**src/rtl/mesh_router_xy_if.sv**
```systemverilog
// -----------------------------------------------------------------------------
// mesh_router_xy_if
// Flit handshake bundle for the 5-port XY mesh router. Port p occupies
// bits [p*DATA_W +: DATA_W] of the flit buses and bit p of the strobes
// (0=Local, 1=North, 2=East, 3=South, 4=West).
//
// Signals:
//   in_valid  [5]         upstream flit valid, one bit per input port
//   in_ready  [5]         router accepts the flit on that input
//   in_flit   [5*DATA_W]  flits presented on the inputs
//   out_valid [5]         router flit valid, one bit per output port
//   out_ready [5]         downstream accepts the flit on that output
//   out_flit  [5*DATA_W]  flits presented on the outputs
//
// Modports:
//   slave  - the router side
//   master - the neighbour / traffic-source side
// -----------------------------------------------------------------------------
interface mesh_router_xy_if #(
    parameter int DATA_W = 16
) ();

    logic [4:0]          in_valid;
    logic [4:0]          in_ready;
    logic [5*DATA_W-1:0] in_flit;
    logic [4:0]          out_valid;
    logic [4:0]          out_ready;
    logic [5*DATA_W-1:0] out_flit;

    modport slave (
        input  in_valid,
        input  in_flit,
        output in_ready,
        output out_valid,
        output out_flit,
        input  out_ready
    );

    modport master (
        output in_valid,
        output in_flit,
        input  in_ready,
        input  out_valid,
        input  out_flit,
        output out_ready
    );

endinterface

```
**src/rtl/mesh_router_xy.sv**
```systemverilog
// -----------------------------------------------------------------------------
// mesh_router_xy
// Registered 5-port 2D-mesh router for single-flit packets. Each input has a
// FIFO; the FIFO head is routed with XY dimension-order routing against the
// router's own coordinates, and each output has a round-robin arbiter feeding
// a single registered output slot with valid/ready handshake.
//
// Flit layout: dest_x = flit[COORD_W-1:0], dest_y = flit[2*COORD_W-1:COORD_W],
// upper bits are payload and pass through unchanged.
//
// Ports:
//   clk         rising-edge clock
//   rst         synchronous reset, active-high
//   my_x, my_y  router coordinates (quasi-static)
//   bus         mesh_router_xy_if.slave: in_valid/in_ready/in_flit,
//               out_valid/out_ready/out_flit, port p = 0..4 (L,N,E,S,W)
//   stat_clr    clear delivery counters        (ROUTER_STATS_EN only)
//   stat_count  5 x 16-bit saturating delivered-flit counters, port p at
//               [p*16 +: 16]                   (ROUTER_STATS_EN only)
//
// Configuration: define ROUTER_STATS_EN to add the delivery counters and the
// stat_clr / stat_count ports. Routing and timing are identical either way.
// -----------------------------------------------------------------------------
module mesh_router_xy #(
    parameter int DATA_W     = 16,
    parameter int COORD_W    = 4,
    parameter int FIFO_DEPTH = 4
) (
    input  logic               clk,
    input  logic               rst,
    input  logic [COORD_W-1:0] my_x,
    input  logic [COORD_W-1:0] my_y,
    mesh_router_xy_if.slave    bus
`ifdef ROUTER_STATS_EN
    ,
    input  logic               stat_clr,
    output logic [5*16-1:0]    stat_count
`endif
);

    localparam int NP    = 5;
    localparam int PTR_W = $clog2(FIFO_DEPTH);
    localparam int CNT_W = PTR_W + 1;

    typedef enum logic [2:0] {
        PORT_LOCAL = 3'd0,
        PORT_NORTH = 3'd1,
        PORT_EAST  = 3'd2,
        PORT_SOUTH = 3'd3,
        PORT_WEST  = 3'd4
    } port_e;

    // XY dimension-order routing: resolve X first, then Y, else deliver locally.
    function automatic port_e xy_route(input logic [DATA_W-1:0]  flit,
                                       input logic [COORD_W-1:0] x,
                                       input logic [COORD_W-1:0] y);
        logic [COORD_W-1:0] dx;
        logic [COORD_W-1:0] dy;
        dx = flit[COORD_W-1:0];
        dy = flit[2*COORD_W-1:COORD_W];
        if (dx > x)      return PORT_EAST;
        else if (dx < x) return PORT_WEST;
        else if (dy > y) return PORT_NORTH;
        else if (dy < y) return PORT_SOUTH;
        else             return PORT_LOCAL;
    endfunction

    function automatic logic [2:0] next_port(input logic [2:0] p);
        return (p == 3'd4) ? 3'd0 : p + 3'd1;
    endfunction

    // Input FIFOs
    logic [DATA_W-1:0] fifo_mem [NP][FIFO_DEPTH];
    logic [PTR_W-1:0]  wr_ptr   [NP];
    logic [PTR_W-1:0]  rd_ptr   [NP];
    logic [CNT_W-1:0]  count    [NP];

    // Output slots and arbiters
    logic [2:0]        rr_ptr     [NP];
    logic [NP-1:0]     out_valid_q;
    logic [DATA_W-1:0] out_flit_q [NP];

    logic [DATA_W-1:0] head     [NP];
    port_e             head_dst [NP];
    logic [NP-1:0]     not_empty;
    logic [NP-1:0]     full;
    logic [NP-1:0]     push;
    logic [NP-1:0]     pop;
    logic [NP-1:0]     out_free;
    logic [NP-1:0]     gnt_valid;
    logic [2:0]        gnt_idx  [NP];

    for (genvar g = 0; g < NP; g++) begin : g_port
        assign head[g]      = fifo_mem[g][rd_ptr[g]];
        assign head_dst[g]  = xy_route(head[g], my_x, my_y);
        assign not_empty[g] = (count[g] != '0);
        assign full[g]      = (count[g] == CNT_W'(FIFO_DEPTH));
        // Ready comes from the registered count only, so a pop at full does
        // not reopen the input until the following cycle.
        assign bus.in_ready[g] = !rst && !full[g];
        assign push[g]         = bus.in_valid[g] && bus.in_ready[g];
        // An output slot can take a new flit if it is empty or is being
        // drained this cycle, giving one flit per cycle per port.
        assign out_free[g]     = !out_valid_q[g] || bus.out_ready[g];
        assign bus.out_valid[g]                   = out_valid_q[g];
        assign bus.out_flit[g*DATA_W +: DATA_W]   = out_flit_q[g];
    end

    // Per-output round-robin: first requesting input at or after rr_ptr.
    // NOTE: every variable written here gets a default before any condition,
    // otherwise a path that skips the assignment infers a latch.
    always_comb begin
        logic [2:0] idx;
        idx = 3'd0;
        for (int o = 0; o < NP; o++) begin
            gnt_valid[o] = 1'b0;
            gnt_idx[o]   = 3'd0;
            idx          = rr_ptr[o];
            for (int k = 0; k < NP; k++) begin
                if (out_free[o] && !gnt_valid[o] && not_empty[idx] &&
                    (head_dst[idx] == port_e'(o))) begin
                    gnt_valid[o] = 1'b1;
                    gnt_idx[o]   = idx;
                end
                idx = next_port(idx);
            end
        end
    end

    // A head routes to exactly one output, so at most one grant targets
    // any given input and the OR below never merges two pops.
    always_comb begin
        pop = '0;
        for (int o = 0; o < NP; o++) begin
            if (gnt_valid[o]) pop[gnt_idx[o]] = 1'b1;
        end
    end

    // NOTE: state registers use non-blocking assignments so every register
    // samples the pre-edge values, regardless of statement order.
    always_ff @(posedge clk) begin
        if (rst) begin
            out_valid_q <= '0;
            for (int p = 0; p < NP; p++) begin
                wr_ptr[p]     <= '0;
                rd_ptr[p]     <= '0;
                count[p]      <= '0;
                rr_ptr[p]     <= 3'd0;
                out_flit_q[p] <= '0;
            end
        end else begin
            for (int p = 0; p < NP; p++) begin
                if (push[p]) wr_ptr[p] <= wr_ptr[p] + 1'b1;
                if (pop[p])  rd_ptr[p] <= rd_ptr[p] + 1'b1;
                count[p] <= count[p] + CNT_W'(push[p]) - CNT_W'(pop[p]);

                if (gnt_valid[p]) begin
                    out_valid_q[p] <= 1'b1;
                    out_flit_q[p]  <= head[gnt_idx[p]];
                    rr_ptr[p]      <= next_port(gnt_idx[p]);
                end else if (bus.out_ready[p]) begin
                    out_valid_q[p] <= 1'b0;
                end
            end
        end
    end

    // NOTE: the flit storage is deliberately not reset; count and pointers
    // alone decide which entries are live, and skipping the reset lets the
    // array map onto plain RAM/register-file cells.
    always_ff @(posedge clk) begin
        for (int p = 0; p < NP; p++) begin
            if (push[p]) fifo_mem[p][wr_ptr[p]] <= bus.in_flit[p*DATA_W +: DATA_W];
        end
    end

`ifdef ROUTER_STATS_EN
    // Delivered-flit counters; clear wins over a same-cycle delivery.
    logic [15:0] stat_q [NP];

    always_ff @(posedge clk) begin
        for (int o = 0; o < NP; o++) begin
            if (rst || stat_clr) begin
                stat_q[o] <= 16'd0;
            end else if (out_valid_q[o] && bus.out_ready[o] && (stat_q[o] != 16'hFFFF)) begin
                stat_q[o] <= stat_q[o] + 16'd1;
            end
        end
    end

    for (genvar g = 0; g < NP; g++) begin : g_stat
        assign stat_count[g*16 +: 16] = stat_q[g];
    end
`endif

endmodule

```
**src/flat_wrapper.sv**
```systemverilog
// flat-port wrapper written by rule: the top's interface ports become plain ports
module mesh_router_xy_flat 
#(
    parameter int DATA_W     = 16,
    parameter int COORD_W    = 4,
    parameter int FIFO_DEPTH = 4
)
  (clk, rst, my_x, my_y, bus_in_valid, bus_in_flit, bus_in_ready, bus_out_valid, bus_out_flit, bus_out_ready);
  mesh_router_xy_if #(.DATA_W(DATA_W)) bus_i ();
  input  logic clk;
  input  logic rst;
  input  logic [COORD_W-1:0] my_x;
  input  logic [COORD_W-1:0] my_y;
  input wire logic [$bits(bus_i.in_valid)-1:0] bus_in_valid;
  input wire logic [$bits(bus_i.in_flit)-1:0] bus_in_flit;
  output wire logic [$bits(bus_i.in_ready)-1:0] bus_in_ready;
  output wire logic [$bits(bus_i.out_valid)-1:0] bus_out_valid;
  output wire logic [$bits(bus_i.out_flit)-1:0] bus_out_flit;
  input wire logic [$bits(bus_i.out_ready)-1:0] bus_out_ready;
  assign bus_i.in_valid = bus_in_valid;
  assign bus_i.in_flit = bus_in_flit;
  assign bus_in_ready = bus_i.in_ready;
  assign bus_out_valid = bus_i.out_valid;
  assign bus_out_flit = bus_i.out_flit;
  assign bus_i.out_ready = bus_out_ready;
  mesh_router_xy #(.DATA_W(DATA_W), .COORD_W(COORD_W), .FIFO_DEPTH(FIFO_DEPTH)) u_core (.clk(clk), .rst(rst), .my_x(my_x), .my_y(my_y), .bus(bus_i));
endmodule
```
**config.mk**
```make
export PLATFORM = sky130hd
export DESIGN_NAME = mesh_router_xy_flat
export DESIGN_NICKNAME = d
export VERILOG_FILES = /design/src/rtl/mesh_router_xy_if.sv /design/src/rtl/mesh_router_xy.sv /design/src/flat_wrapper.sv
export SDC_FILE = /design/constraint.sdc
export NUM_CORES = 1
export LEC_CHECK = 0
export CORE_UTILIZATION = 53
export CTS_BUF_LIST = sky130_fd_sc_hd__clkbuf_8
export CTS_CLUSTER_DIAMETER = 100
export DETAILED_ROUTE_END_ITERATION = 16
export DONT_BUFFER_PORTS = 1
export PLACE_DENSITY = 0.71
export SLEW_MARGIN = 20
export SYNTH_ARGS = -nofsm -noshare
export SYNTH_HDL_FRONTEND = slang
export SYNTH_SLANG_ARGS = --single-unit
```
**constraint.sdc**
```tcl
create_clock -name clk -period 6.63 [get_ports clk]
set_input_delay 0.663 -clock clk [delete_from_list [all_inputs] [get_ports clk]]
set_output_delay 0.663 -clock clk [all_outputs]
set_load 0.03 [all_outputs]
```
; Yosys cells after proc, flatten, opt, wreduce, memory -nomap -nowiden
; Memory sizes are Yosys's and may differ from the RTL's.
; Cells that the tools add are included.
; W data, S select, Z words.
[word_totals]
regBits = 5
mem_bits_rw = 450
input_bits = 100
output_inout_bits = 90
memories = 6
[mem_list]
columns = name, words, word_bits, rd, rd_clocked_by_memory_dff, write_ports, line
row1 = u_core.fifo_mem, 5, 64, 5, 0, 5, mesh_router_xy.sv:73  ; logic [DATA_W-1:0] fifo_mem [NP][FIFO_DEPTH];
row2 = u_core.out_flit_q, 5, 16, 5, 0, 5, mesh_router_xy.sv:81  ; logic [DATA_W-1:0] out_flit_q [NP];
row3 = u_core.count, 5, 3, 5, 0, 5, mesh_router_xy.sv:76  ; logic [CNT_W-1:0] count [NP];
row4 = u_core.rr_ptr, 5, 3, 5, 0, 5, mesh_router_xy.sv:79  ; logic [2:0] rr_ptr [NP];
row5 = u_core.rd_ptr, 5, 2, 5, 0, 5, mesh_router_xy.sv:75  ; logic [PTR_W-1:0] rd_ptr [NP];
row6 = u_core.wr_ptr, 5, 2, 5, 0, 5, mesh_router_xy.sv:74  ; logic [PTR_W-1:0] wr_ptr [NP];
[classes]
addsub = 45
magnitude_cmp = 100
eq_ne = 50
mux = 363
bitwise_logic = 69
reduce_logical = 141
[ops]
columns = cell, n
row1 = $mux W16, 30
row2 = $mux W3, 125
row3 = $mux W64, 5
row4 = $bmux W16 S3, 5
row5 = $bmux W3 S3, 25
row6 = $bmux W16 S2, 5
row7 = $demux W16 S2, 5
row8 = $ge A4 B4 Y1 const B, 30
row9 = $lt A3 B4 Y1 const B, 30
row10 = $not A3 Y4, 30
row11 = $mux W1, 113
row12 = $eq A3 B3 Y1 const B, 35
row13 = $logic_and A1 B1 Y1, 90
row14 = $add A3 B1 Y3 const B, 25
row15 = $bmux W1 S3, 25
row16 = $gt A4 B4 Y1, 10
row17 = $lt A4 B4 Y1, 10
row18 = $logic_not A1 Y1, 31
row19 = $eq A3 B2 Y1 const B, 10
row20 = $ge A3 B3 Y1 const B, 10
row21 = $mux W2, 15
row22 = $not A2 Y3, 10
row23 = $mux W5, 5
row24 = $or A1 B1 Y1, 25
row25 = 12 further kinds, 64

; Logic depth before layout (Yosys ltp)
; Gate-level depths: netlist of the first run.
; An unclocked memory read counts as a cell.
[depth]
word_depth = 53
depth_mapped = 30

; Worst setup path after synthesis of the first run
; OpenSTA, ideal clock, no wires.
[synth_timing]
path_kind = register -> register
from = memory u_core.rd_ptr[0][4] (netlist name)
to = memory u_core.count[0][2] (netlist name)
arrival_time_ns = 6.482
path_slack_ns = 0.020
stages_incl_launch_ff = 23
path_buffers = 3
period_less_slack_ns = 6.610
path_cell_list = edfxtp_1 clkbuf_1 buf_1 mux4_2 ha_1 a21oi_1 a21oi_1 mux4_2 o2111ai_1 and3_1 nand3_1 a31oi_2 inv_2 and2_1 clkbuf_1 a32o_1 or4b_1 ha_1 inv_1 ha_1 fa_1 xnor2_1 nor2_1
[synth_lines]
columns = element, line
row1 = from (decl), mesh_router_xy.sv:75
row2 = to (decl), mesh_router_xy.sv:76

==> impl_metrics.json, run 1 <==
{
  "grt_start_max_net_pins": 48,
  "yosysTopAreaCell": "edfxtp_1",
  "cp.buffers_inverters": 8,
  "post_synth_num_cell_types": 92,
  "drive_above_1_share": 0.1860,
  "syn-cell-area_um2": 26620,
  "cts_made_buffers": 75,
  "rsz0062_at_grt": "false",
  "ff2ff_setup_slack_ns": 0.15,
  "clock.fmax_mhz": 154.4,
  "track_usage": 0.3506,
  "ys_ff_latch": 455,
  "min_path_type": "in2reg",
  "path_max_fanout": 18,
  "cp-start-kind": "register",
  "insertedDiodeCount": 0,
  "vias": 21340,
  "reg2reg_to": "u_core.count[0][11]",
  "synthFlopType": "edfxtp_1",
  "grt_overflow_total": 0,
  "synth-seq-area-share": 0.5057,
  "drt_iter0_drc": 3049,
  "grt_pass1_vias": 20450,
  "routed_wl_mm": 89.43,
  "period_minus_slack_ns": 6.476,
  "cp.arrival_ns": 7.02,
  "required_ns": 7.17,
  "max_stage_delay_ns": 0.57,
  "portBuffers": 0,
  "syn_inst": 2257,
  "synthArstFlopShare": 0,
  "wl_per_cell_um": 28.70,
  "hold_viol_final": 0,
  "reg2reg_depth": 25,
  "rr_startpoint": "u_core.rd_ptr[0][9]",
  "cts_tree": "done",
  "finalSetupViolCount": 0,
  "synth_edf_count": 435,
  "maxCapViolCount": 0,
  "cts_max_level": 3,
  "die_h_um": 226.1,
  "skew_ns": 0.04713,
  "grt_first_pass_wirelength_mm": 130.8,
  "maxSlewHeadroom": 0.3286,
  "synth.top_cells.by_area": "edfxtp_1 (49%), mux4_2 (6.7%), ha_1 (5.4%), mux2i_1 (3.0%), nor2_1 (2.8%)",
  "worst_slew_pin_slew_ns": 1.007,
  "dr.pass1.iters": 8,
  "finish.utilization": 0.6084,
  "clock_latency_ns": 0.68,
  "fin_crit_sh": 0.9767,
  "drc": 0,
  "cts_root_buffer": "clkbuf_8",
  "design.die.area_um2": 51130,
  "antenna_found_initial": 0,
  "worstHoldEndpoint": "u_core.count[0][7]",
  "crit_family": "compound AO/OA/AOI/OAI gates",
  "layout.nets": 2615,
  "crit_slowest_cell": "edfxtp_1",
  "start_util": 0.5405,
  "syn_nets": 2477,
  "avgViaCountPerCell": 6.849,
  "syn_area_per_cell_um2": 11.79,
  "clock_path_buffers": 3,
  "clk_pin_slew_worst_paths_ns": 0.06,
  "crit_type": "reg2reg",
  "min_path_cells": 1,
  "yosys.cell_count.top_type": "edfxtp_1",
  "ant_nets": 0,
  "crit_path_end_kind": "register",
  "hp-start": "rst",
  "setup_tns_ns": 0,
  "die_x_um": 226.1,
  "coreArea_um2": 49250,
  "gp_congestion": 1.002,
  "synthTopCellsByCount": "edfxtp_1 (435), nor2_1 (199), nand2_1 (121), ha_1 (115), inv_1 (104)",
  "status": "finished clean",
  "n_fill_cell": 3903,
  "rows": 81,
  "numClockSinks": 455,
  "yosys_warnings": 0,
  "post-synth-top-area-fraction": 0.4907,
  "syn2layout_area_growth_pct": 12.56,
  "hpwl_mm": 67.44,
  "drv_slew": 0,
  "io_pins": 190
}
## sequential cells by signal, summed over array words and instances (netlist names)
name                  cells
u_core.count             15
u_core.out_flit_q        80
u_core.rd_ptr            10
u_core.fifo_mem         320
u_core.rr_ptr            15
u_core.wr_ptr            10
u_core.bus.out_valid      5
## how the worst max path moves through the flow
| stage | from | to | slack, ns | cells past startpoint |
|---|---|---|---|---|
| 2_1_floorplan | u_core.rd_ptr[0][4] | u_core.count[0][2] | 0.02 | 22 |
| 3_3_place_gp | u_core.rd_ptr[0][0] | u_core.count[0][8] | -0.14 | 25 |
| 3_5_place_dp | u_core.rd_ptr[0][0] | u_core.count[0][8] | -0.16 | 25 |
| 4_1_cts | u_core.rd_ptr[0][0] | u_core.count[0][8] | 0.07 | 25 |
| 5_1_grt | u_core.rr_ptr[0][13] | u_core.count[0][11] | 0.01 | 23 |
| 6_report | u_core.rd_ptr[0][9] | u_core.count[0][11] | 0.15 | 25 |
## layer usage
| metal | part of all wire | up-vias | GRT usage |
|---|---|---|---|
| met2 | 0.46 | 1307 | 0.5589 |
| met1 | 0.38 | 10500 | 0.4448 |
| met3 | 0.093 | 316 | 0.08184 |
| li1 | - | 9224 | - |
| met5 | 0 | - | 0 |
| met4 | 0.059 | 0 | 0.1857 |
## what timing repair did
action                     4_1_cts  5_1_grt
setup buffers                    1        8
cloned                           0        0
pin swaps                        0        2
setup endpoints to repair      106      111
hold buffers                     0        0
gates resized for setup          1        8
## area by class of cell
class / count / area [um^2] / share of cell area
flip-flops and latches: 455 / 13460 / 0.4493
multi-input cells: 1580 / 12430 / 0.4149
repair buffers: 172 / 1358 / 0.04530
clock buffers: 78 / 1074 / 0.03583
well taps: 664 / 830.8 / 0.02773
inverters: 111 / 416.7 / 0.01390
clock inverters: 56 / 390.4 / 0.01303
## cell families after synthesis
kind of cell | Yosys count | synth area share
simple gates | 683 | 0.1314
compound gates | 552 | 0.1494
flops | 455 | 0.5057
buf+inv | 222 | 0.03243
mux | 207 | 0.1173
fa+ha+maj | 120 | 0.05781
xor+xnor | 18 | 0.005922
## cells in the final DEF, fill, tap and decap left out, types with 9 or more instances in the layout
cell type and instances:
a211o_1 9, a211oi_1 53, a21o_1 21, a21oi_1 94
a221o_1 13, a221oi_1 54, a31oi_1 32, and2_1 29
and3_1 42, and4_1 9, buf_4 166, clkbuf_8 78
clkinv_1 16, clkinv_2 9, dfxtp_1 20, edfxtp_1 435
ha_1 115, inv_1 124, mux2_2 49, mux2i_1 79
mux4_2 79, nand2_1 121, nand2b_1 19, nand3_1 36
nand4_1 40, nor2_1 198, nor2b_1 41, nor3_1 45
nor3b_1 10, nor4_1 11, o211ai_1 30, o21ai_0 66
o22ai_1 36, o31ai_1 11, or2_2 12, or3_1 23
or4_1 11, xnor2_1 15
## stage by stage
stage | cells | instance area (um^2) | hold WS [ns] | setup slack (ns)
final | 3116 | 29970 | 0.06944 | 0.1542
after global routing | 3116 | 29970 | 0.05008 | 0.01072
after CTS | 3107 | 29860 | 0.03778 | 0.07212
after detailed placement | 2972 | 28380 | 0.5891 | -0.1555
after global placement | 2972 | 28370 | 0.5602 | -0.1430
after floorplan | 2257 | 26620 | 0.5221 | 0.02001
Power of run 1 is left out: the tool's default activity adds up to more than one toggle a clock period on the data nets, which glitch-free logic cannot reach.
==> run 2: changes to the inputs <==
Settings changed: ABC_AREA set to 1, CELL_PAD_IN_SITES_DETAIL_PLACEMENT set to 1, CELL_PAD_IN_SITES_GLOBAL_PLACEMENT set to 1, CORE_UTILIZATION 53 to 45, PLACE_DENSITY 0.71 to not set, PLACE_DENSITY_LB_ADDON set to 0.1.
==> run 2 against run 1 <==
Routed wire length is 24% higher. Critical path type unchanged. Global-route usage is 0.92 points lower. Non-clock buffer count is 53 lower. Largest cell class unchanged. Hold slack worse by 0.014 ns.
==> impl_metrics.json, run 2 <==
{
  "drive_above_1_share": 0.1021,
  "design.die.area_um2": 64630,
  "cp_common_cell": "nand2_1",
  "final_cell_mix": "nand2_1 (1,102), edfxtp_1 (435), inv_1 (418)",
  "fin_crit_sh": 0.9463,
  "post-synth-top-area-fraction": 0.4563,
  "ant_nets": 0,
  "track_usage": 0.3413,
  "grt_start_max_net_pins": 40,
  "status": "finished clean",
  "setup_tns_ns": 0,
  "route.met2.wl_mm": 54.70,
  "grt_pass1_vias": 26840,
  "crit_type": "reg2reg",
  "drc": 0,
  "numClockSinks": 455,
  "syn2layout_area_growth_pct": 9.113,
  "crit_slowest_cell": "o22ai_1",
  "layout.nets": 3838,
  "synth.top_cells.by_area": "edfxtp_1 (46%), nand2_1 (14%), nand3_1 (6.9%), inv_1 (5.2%), ha_1 (5.0%)",
  "path_max_fanout": 14,
  "coreArea_um2": 62970,
  "cts_setup_buffers": 0,
  "dpl.cell_count": 4388,
  "vias": 25810,
  "cts_made_buffers": 73,
  "cts_root_buffer": "clkbuf_8",
  "grt_overflow_total": 0,
  "dr.pass1.iters": 5,
  "cp-start-kind": "register",
  "syn_nets": 3789,
  "ys_ff_latch": 455,
  "n_fill_cell": 7744,
  "largest_reg_flops": 320,
  "yosys.cell_count.top_type": "nand2_1",
  "ff_latch_area_um2": 13460,
  "syn-cell-area_um2": 28630,
  "rsz0062_at_grt": "true",
  "cp.arrival_ns": 6.88,
  "synthArstFlopShare": 0,
  "crit_path_end_kind": "register",
  "portBuffers": 0,
  "maxSlewHeadroom": 0.1981,
  "synth-seq-area-share": 0.4703,
  "wl_per_cell_um": 24.43,
  "synthFlopType": "edfxtp_1",
  "layout.cells.non_filler": 4522,
  "drt_iter0_drc": 1997,
  "syn_inst": 3569,
  "skew_ns": 0.05348,
  "finalSetupViolCount": 0,
  "synthTopCellsByCount": "nand2_1 (1,103), edfxtp_1 (435), nand3_1 (395), inv_1 (393), nor2_1 (311)",
  "post_dp_cell_area_um2": 29830,
  "yosys_warnings": 0,
  "antenna_found_initial": 1,
  "yosysTopAreaCell": "edfxtp_1",
  "clk_pin_slew_worst_paths_ns": 0.07,
  "syn_area_per_cell_um2": 8.021,
  "layout_commonest_cell": "nand2_1",
  "routed_wl_mm": 110.5,
  "drv_slew": 0,
  "maxCapViolCount": 0,
  "clock_path_buffers": 3,
  "die_h_um": 254.2,
  "max_stage_delay_ns": 0.83,
  "synth_edf_count": 435,
  "cts_max_level": 3,
  "grt_first_pass_wirelength_mm": 163.5,
  "rows": 92,
  "gp_congestion": 0.9576,
  "avgViaCountPerCell": 5.708,
  "min_path_type": "in2reg",
  "die_x_um": 254.2,
  "hold_viol_final": 0,
  "multi_input_area_um2": 12760,
  "worst_slew_pin_slew_ns": 1.203,
  "post_synth_num_cell_types": 53,
  "start_util": 0.4547,
  "io_pins": 190,
  "met1_length_mm": 43.60,
  "wl_met3_mm": 5.744,
  "clock_latency_ns": 0.69,
  "hpwl_mm": 83.17,
  "required_ns": 7.24,
  "maxUsedRoutingLayer": "met4",
  "cts_tree": "done",
  "design_area_um2": 31240,
  "clock.fmax_mhz": 159.4,
  "period_minus_slack_ns": 6.274
}
-- run 2: final timing paths --
kind / start / endpoint / slack [ns] / depth (start not counted)
worst max-delay path: u_core.rd_ptr[0][8] / u_core.count[0][14] / 0.36 / 26
worst max register to register: u_core.rd_ptr[0][8] / u_core.count[0][14] / 0.36 / 26
worst min register to register: u_core.count[0][8] / u_core.count[0][8] / 0.49 / 1
worst min-delay path: rst / u_core.count[0][14] / 0.06 / 1
-- run 2: final cells by class --
| class | count | area share |
|---|---|---|
| sequential | 455 | 0.4310 |
| multi-input combinational | 2529 | 0.4085 |
| inverter | 440 | 0.05307 |
| tap | 846 | 0.03389 |
| clock buffer | 76 | 0.03349 |
| timing repair buffer | 119 | 0.02908 |
| clock inverter | 54 | 0.01073 |
| antenna | 3 | 0.0002403 |
-- run 2: cells by family (layout without fill, tap and decap cells) --
logic type                 Yosys count  after routing  share of synthesized area
AOI/OAI and AO/OA                  417            417                    0.08771
adders and majority gates          120            120                    0.05376
and+or+nand+nor                   1976           1976                     0.2985
DFF                                455            455                     0.4703
buffers and inverters              585            689                    0.08492
other                                0              3                          0
xor gates and xnor gates            16             16                   0.004895
-- run 2: repair_timing --
item / CTS / global route
hold buffers: 1 / 0
endpoints found under the hold margin: 2 / 0
resized for setup: 0 / 3
setup endpoints to repair: 0 / 5
-- run 2: routing by layer --
| metal | vias up | track usage |
|---|---|---|
| met5 | - | 0 |
| met2 | 845 | 0.5953 |
| li1 | 11960 | - |
| met3 | 276 | 0.04389 |
| met4 | 0 | 0.1921 |
| met1 | 12730 | 0.4059 |
-- run 2: worst max-delay path, delay by kind of cell, from the launching register on --
family | cells | cell delay [ns]
AND/OR/NAND/NOR | 14 | 2.48
flip-flops | 1 | 0.40
buffers and inverters | 4 | 0.59
AO/OA/AOI/OAI | 4 | 1.33
adder cells (fa/ha/maj) | 4 | 1.41
-- run 2: per-stage QoR --
stage	utilization	hold slack, ns	setup slack (ns)
final	0.4961	0.05524	0.3560
after global routing	0.4960	0.02170	-0.04528
after CTS	0.4958	0.005715	0.3694
after detailed placement	0.4737	0.4775	0.3805
after global placement	0.4736	0.4736	0.5539
after floorplan	-	0.4432	1.387
Power of run 2 is left out for the same reason.
